<file path="src/rtl/sad_engine.sv">
// Sum-of-absolute-differences engine: streams A/B operands from a 1-cycle-latency
// memory, accumulates |A[i]-B[i]| with saturation, and reports via a go/done handshake.
module sad_engine #(
  parameter int DATA_W = 8,
  parameter int N      = 32,
  parameter int ADDR_W = 5,
  parameter int SUM_W  = 16
) (
  input  logic              Clk,
  input  logic              Rst,
  input  logic              go,
  input  logic [ADDR_W:0]   len,
  output logic              R_en,
  output logic [ADDR_W-1:0] addr,
  input  logic [DATA_W-1:0] A_data,
  input  logic [DATA_W-1:0] B_data,
  output logic              busy,
  output logic              done,
  output logic [SUM_W-1:0]  sad_out,
  output logic              ovf
);

  typedef enum logic [1:0] {IDLE, RUN, DRAIN, DONE} state_t;

  localparam logic [ADDR_W:0] N_LEN = (ADDR_W + 1)'(N);
  localparam logic [ADDR_W:0] ONE   = (ADDR_W + 1)'(1);

  state_t              state_reg;
  state_t              state_next;
  logic [ADDR_W:0]     eff_len_reg;
  logic [ADDR_W-1:0]   idx_reg;
  logic                valid_d_reg;
  logic [SUM_W-1:0]    sum_reg;
  logic                ovf_reg;

  logic                go_accept;
  logic [ADDR_W:0]     len_clamped;
  logic                last_issue;
  logic [DATA_W-1:0]   abs_diff;
  logic [SUM_W:0]      sum_wide;

  assign go_accept   = (state_reg == IDLE) && go;
  assign len_clamped = (len > N_LEN) ? N_LEN : len;
  // The address being issued this cycle is the final one of the run.
  assign last_issue  = (state_reg == RUN) && ({1'b0, idx_reg} == (eff_len_reg - ONE));

  assign abs_diff = (A_data >= B_data) ? (A_data - B_data) : (B_data - A_data);
  assign sum_wide = {1'b0, sum_reg} + (SUM_W + 1)'(abs_diff);

  // State register
  always_ff @(posedge Clk or negedge Rst) begin
    if (!Rst) begin
      state_reg <= IDLE;
    end else begin
      state_reg <= state_next;
    end
  end

  // Next-state logic
  always_comb begin
    state_next = state_reg;
    case (state_reg)
      IDLE: begin
        if (go) begin
          state_next = (len_clamped == '0) ? DONE : RUN;
        end
      end
      RUN: begin
        if (last_issue) begin
          state_next = DRAIN;
        end
      end
      DRAIN:   state_next = DONE;
      DONE:    state_next = IDLE;
      default: state_next = IDLE;
    endcase
  end

  // Outputs decoded from state
  always_comb begin
    R_en = 1'b0;
    busy = 1'b0;
    done = 1'b0;
    case (state_reg)
      RUN: begin
        R_en = 1'b1;
        busy = 1'b1;
      end
      DRAIN:   busy = 1'b1;
      DONE:    done = 1'b1;
      default: ;
    endcase
  end

  // Index counter doubles as the read address; it holds its last value outside RUN.
  always_ff @(posedge Clk or negedge Rst) begin
    if (!Rst) begin
      idx_reg     <= '0;
      eff_len_reg <= '0;
    end else if (go_accept) begin
      idx_reg     <= '0;
      eff_len_reg <= len_clamped;
    end else if ((state_reg == RUN) && !last_issue) begin
      idx_reg <= idx_reg + 1'b1;
    end
  end

  assign addr = idx_reg;

  // Memory data for a read issued this cycle arrives next cycle.
  always_ff @(posedge Clk or negedge Rst) begin
    if (!Rst) begin
      valid_d_reg <= 1'b0;
    end else begin
      valid_d_reg <= R_en;
    end
  end

  // Saturating accumulator; once saturated it stays at all-ones for the run.
  always_ff @(posedge Clk or negedge Rst) begin
    if (!Rst) begin
      sum_reg <= '0;
      ovf_reg <= 1'b0;
    end else if (go_accept) begin
      sum_reg <= '0;
      ovf_reg <= 1'b0;
    end else if (valid_d_reg) begin
      if (sum_wide[SUM_W]) begin
        sum_reg <= '1;
        ovf_reg <= 1'b1;
      end else begin
        sum_reg <= sum_wide[SUM_W-1:0];
      end
    end
  end

  assign sad_out = sum_reg;
  assign ovf     = ovf_reg;

endmodule
</file>
<file path="config.mk">
export PLATFORM = sky130hd
export DESIGN_NAME = sad_engine
export DESIGN_NICKNAME = d
export VERILOG_FILES = /design/src/rtl/sad_engine.sv
export SDC_FILE = /design/constraint.sdc
export NUM_CORES = 1
export LEC_CHECK = 0
export ABC_AREA = 1
export ABC_CLOCK_PERIOD_IN_PS = 1700
export BUFFER_PORTS_ARGS = -buffer_cell sky130_fd_sc_hd__buf_2
export CORE_AREA = 2 2 90 92
export CTS_CLUSTER_SIZE = 30
export DETAILED_ROUTE_END_ITERATION = 12
export DIE_AREA = 0 0 92 94
export HOLD_SLACK_MARGIN = 0.1
export SYNTH_ARGS = -nofsm -noshare
export SYNTH_HDL_FRONTEND = slang
export SYNTH_SLANG_ARGS = --single-unit
</file>
<file path="constraint.sdc">
create_clock -name Clk -period 1.7 [get_ports Clk]
set_clock_uncertainty 0.1 [all_clocks]
set_input_delay 0 -clock Clk [delete_from_list [all_inputs] [get_ports Clk]]
set_output_delay 0 -clock Clk [all_outputs]
set_load 0.005 [all_outputs]
</file>
# --- Yosys cells after proc, flatten, opt, wreduce, memory -nomap -nowiden ---
# Index checks and enable logic that the tools add are counted.
word_totals:
  register_bits: 31
classes:
  reduce_logical: 12
  magnitude_cmp: 2
  n_eq_ne: 6
  mux: 17
  add_sub_neg: 5
op_table:
  columns: ["op", "n"]
  rows:
  - ["$mux W16", 3]
  - ["$add A16 B8 Y17", 1]
  - ["$sub A8 B8 Y8", 2]
  - ["$mux W5", 2]
  - ["$ge A8 B8 Y1", 1]
  - ["$mux W8", 1]
  - ["$pmux W2 S4", 1]
  - ["$eq A5 B6 Y1", 1]
  - ["$gt A6 B6 Y1 const B", 1]
  - ["$logic_not A6 Y1", 1]
  - ["$mux W1", 6]
  - ["$mux W2", 3]
  - ["$mux W6", 1]
  - ["$reduce_bool A2 Y1", 3]
  - ["$sub A6 B1 Y6 const B", 1]
  - ["$add A5 B1 Y5 const B", 1]
  - ["$eq A2 B2 Y1 const B", 2]
  - ["$ne A2 B2 Y1 const B", 2]
  - ["$reduce_and A2 Y1", 2]
  - ["$logic_and A1 B1 Y1", 3]
  - ["$eq A2 B1 Y1 const B", 1]
  - ["$logic_not A2 Y1", 1]
  - ["$reduce_or A2 Y1", 1]
  - ["$logic_not A1 Y1", 1]

# --- Depth between registers and ports, before layout ---
logic_depth:
  depth_word: 7
  depth_mapped: 25
  mapped_depth_nobuf: 23

# --- Worst setup path after synthesis ---
# OpenSTA, ideal clock, no wires.
synth_timing:
  kind: "input-to-reg"
  start: "in A_data[0]"
  end: "reg sum_reg[5], in the netlist sad_out[5]"
  setup_slack_ns: -0.858
  setup_ns: 0.129
  arrival_ns: 2.329
  t_required_ns: 1.471
  stages: 19
  cell_sequence: "inv_1 -> ha_1 -> inv_1 -> fa_1 -> nand2_1 -> nand2_1 -> nand2_1 -> nand3_2 -> buf_6 -> a21oi_2 -> a21oi_1 -> ha_1 -> a21oi_1 -> o21ai_2 -> nand4_1 -> nand2_1 -> nand2_2 -> buf_6 -> nand3_1"
synth_via:
  elab_chain_len: 6
  word_cells_on_any_way: 8
  classes_between: "add/sub: 3; order compare: 1; mux: 4"
synth_lines:
  columns: ["item", "line", "rtl"]
  rows:
  - ["start, declared", "15", "input logic [DATA_W-1:0] A_data,"]
  - ["$sub A8 B8 Y8 or $ge A8 B8 Y1 (tied branches)", "47", "assign abs_diff = (A_data >= B_data) ? (A_data - B_data) : (B_data - A_data);"]
  - ["$mux W8 (*)", "47", null]
  - ["$add A16 B8 Y17 (*)", "48", "assign sum_wide = {1'b0, sum_reg} + (SUM_W + 1)'(abs_diff);"]
  - ["$mux W16 (*)", "128", "if (sum_wide[SUM_W]) begin"]
  - ["$mux W16 (*)", "127", "end else if (valid_d_reg) begin"]
  - ["$mux W16 (*)", "124", "end else if (go_accept) begin"]
  - ["end signal, assigned", "132", "sum_reg <= sum_wide[SUM_W-1:0];"]
  - ["end, declared", "33", "logic [SUM_W-1:0] sum_reg;"]
# Every way passes the cells marked *; elsewhere a longest branch is shown, timed or not. The select of a mux whose other input is x is not followed.
# A chain may end at the register's enable or synchronous reset.

# --- Worst setup path in the final report ---
layout_timing:
  start: "in A_data[0]"
  end: "reg sum_reg[13], in the netlist sad_out[13]"
# The elaborated chain is that of the path after synthesis.

==> summary.md <==
| Metric | Value |
|---|---|
| Mean post-synth cell area | `6.93 um^2` |
| R2r endpoint | `sad_out[2]` |
| Setup crit end kind | `flop` |
| FP Rows | `32` |
| Port bufs | `49` |
| Largest area contributor in the synthesized netlist | `dfrtp_1` |
| CTS tree | `yes` |
| Period utilization | `140%` |
| Gate Count Post-Synth | `430` |
| Max Buffers Root-to-Sink | `2` |
| Sequential share of the synthesized area | `26.1%` |
| Min cycle time layout | `about 2400 ps` |
| Nets | `640` |
| Filler Cells Inserted | `about 660` |
| Power Dens Cells | `between 1000 and 1500 mW/mm^2` |
| Startpoint types | `primary input` |
| Drt initial violations | `135` |
| Worst Tran Pin Value | `1090 ps` |
| Vias per inst | `roughly 4.8` |
| Die W | `92 um` |
| Slowest CP cell | `fa_2` |
| Layout cell share with drive strength beyond 1 | `roughly half` |
| Post-route ant nets | `0` |
| Die Area | `0.00865 mm^2` |
| Setup Viol. Count Final | `19` |
| Avg WL per Cell | `13.6 um` |
| DR pass1 iterations | `4` |
| Yosys reg bits | `31` |
| Post-synthesis net count | `489` |
| Setup TNS | `-10520 ps` |
| Worst-skew pair later-pin latency | `290 ps` |
| Area grow syn2layout | `68.3%` |
| R2r startpoint | `state_reg[0]` |
| Outcome | `complete, but fails checks` |
| Post-route core utilization | `about two thirds` |
| Synth top area cells | `dfrtp_1, nand2_1, ha_1, inv_1, nand3_1` |
| Hold path start | `go` |
| DRT Wirelength | `9.29 mm` |
| Fin. max-slew vios | `0` |
| Antenna violations before repair | `0` |
| Antenna Cells | `0` |
| Min-Delay Path Class | `in -> reg` |
| Synth Flop Type | `dfrtp_1` |
| Total gr overflow | `0` |
| Reg2Reg Depth | `7` |
| Num CTS Buffers | `5` |
| RSZ-0062 raised after global routing | `true` |
| Number of I/O pins | `50` |
| Crit-path max FO | `6` |
| Top post-synthesis cells by count | `nand2_1, inv_1, nand3_1, dfrtp_1, ha_1` |
| Routed vias | `3307` |
| Leakage | `2.63 nW` |
| Violated checks | `negative setup slack` |
| CP required | `1770 ps` |
| CTS clock-pin slew for the worst setup and hold paths | `80 ps` |
| Residual DRC | `0` |
| First-pass GRT wire length | `14.8 mm` |
| GP Congestion | `~0.86` |
| Post-Syn Area | `0.00298 mm^2` |
| Yosys cell types | `38` |
| Max-Cap Viols | `0` |
| DPL Wire Length | `6.29 mm` |
| Fmax | `420 MHz` |
| Rel. slew slack | `27.3%` |
| Hold depth | `5` |
| H-Tree Depth | `2` |
| Starting Density | `~39%` |
| R2R Setup Slk | `-390 ps` |
| Post-synth ARST share | `100%` |
| Vias in the first global route | `3349` |
| Largest register FFs | `16` |
| Final Cell Area | `0.00501 mm^2` |
| Final hold vios | `0` |
| Top-count cell post-synth | `nand2_1` |
| DP Area | `0.00400 mm^2` |
| CP startpoint | `A_data[0]` |
| Yosys top cell area share | `26.1%` |
| Largest net degree at the start of global routing | `32` |
| Clk root buf | `clkbuf_8` |
| GRT Total Usage | `21.1%` |
| Worst Hold Path EP | `ovf` |
| Placeable Area | `0.00761 mm^2` |
| Crit path DAT | `about 2500 ps` |
| Yosys Warn Count | `0` |
| Setup CP Type | `in -> reg` |
| Max incr delay on CP | `340 ps` |
| EDFF count, synth | `0` |
| Worst setup margin | `-681 ps` |
| Critical path's most frequent cell | `nand2_2` |
| Vert. Die Dim | `94 um` |
| Hold_ws | `120 ps` |
| Clk sinks | `31` |
| Max rail drop VDD | `around 0.54 mV` |
==> final cells by class <==
type / instances / area (um^2) / share of cell area (%)
clock buffers: 6 / 82.6 / 1.65
clock inverters: 2 / 35.0 / 0.699
inverters: 80 / 315 / 6.29
multi-input cells: 313 / 2570 / 51.2
flip-flops and latches: 31 / 776 / 15.5
well taps: 102 / 128 / 2.55
repair buffers: 150 / 1110 / 22.1
==> worst max-delay path: cells and delay by family <==
family | cells | cell delay (ps)
AND/OR/NAND/NOR | 15 | 1020
adder cells (fa/ha/maj) | 3 | 770
buffers and inverters | 6 | 530
AO/OA/AOI/OAI | 1 | 140
==> repair_timing <==
item,CTS,global route
pin swaps,56,39
setup buffers,11,6
hold buffers,8,0
gates resized for setup,92,57
cloned,1,0
hold endpoints to repair,39,0
setup endpoints to repair,22,28
==> layer usage <==
metal	up-vias	wire (um)	GRT usage [%]
met5	-	0	0
met1	1568	3860	24.4
met4	0	47	5.10
met3	4	295	3.61
met2	52	5090	40.5
li1	1683	-	-
==> where the power goes <==
group          total [mW]  leakage [nW]  switching [mW]  internal (mW)
clock network       0.795        0.0612           0.320          0.475
logic                4.67          2.16            2.47           2.21
registers            1.21         0.409           0.232          0.974
==> worst max-delay path by stage <==
stage	end	slack (ps)	depth (start not counted)
2_1_floorplan	sad_out[2]	-760	19
3_3_place_gp	sad_out[11]	-1100	20
3_5_place_dp	sad_out[9]	-1140	22
4_1_cts	sad_out[11]	-590	20
5_1_grt	sad_out[12]	-830	21
6_report	sad_out[13]	-680	25
==> cells in the final DEF (no fill, tap or decap), drive strengths merged <==
cell / netlist / final
nor3: 4 / 4
xor2: 14 / 14
nand2: 125 / 126
o21ai: 18 / 18
a31oi: 1 / 1
nor2: 18 / 18
ha: 31 / 31
o31ai: 1 / 1
o21bai: 2 / 2
inv: 80 / 80
or2: 2 / 2
xnor2: 3 / 3
nand3: 43 / 43
nand3b: 1 / 1
o211ai: 3 / 3
dlygate4sd3: 0 / 8
a21boi: 1 / 1
clkinv: 0 / 1
dfrtp: 31 / 31
buf: 3 / 142
a22oi: 5 / 5
a21oi: 23 / 23
a21o: 2 / 2
nand4: 10 / 10
clkbuf: 4 / 6
bufinv: 0 / 1
o22ai: 2 / 2
fa: 3 / 3
==> per-stage QoR <==
stage,setup slack (ps),cells,power (mW)
after floorplan,-761,430,3.26
after global placement,-1100,651,4.55
after detailed placement,-1140,651,4.64
after CTS,-589,679,6.03
after global routing,-828,684,7.18
final,-681,684,6.67
==> cells by family (layout without fill, tap and decap cells) <==
kind of cell             after synthesis  in the layout  synth area share [%]
adder cells (fa/ha/maj)               34             34                  15.0
AND/OR/NAND/NOR                      203            204                  30.3
AO/OA/AOI/OAI                         58             58                  12.0
buffers and inverters                 87            238                  11.6
XOR/XNOR                              17             17                  5.00
flip-flops                            31             31                  26.1
Power figures use the tool's default switching activity.
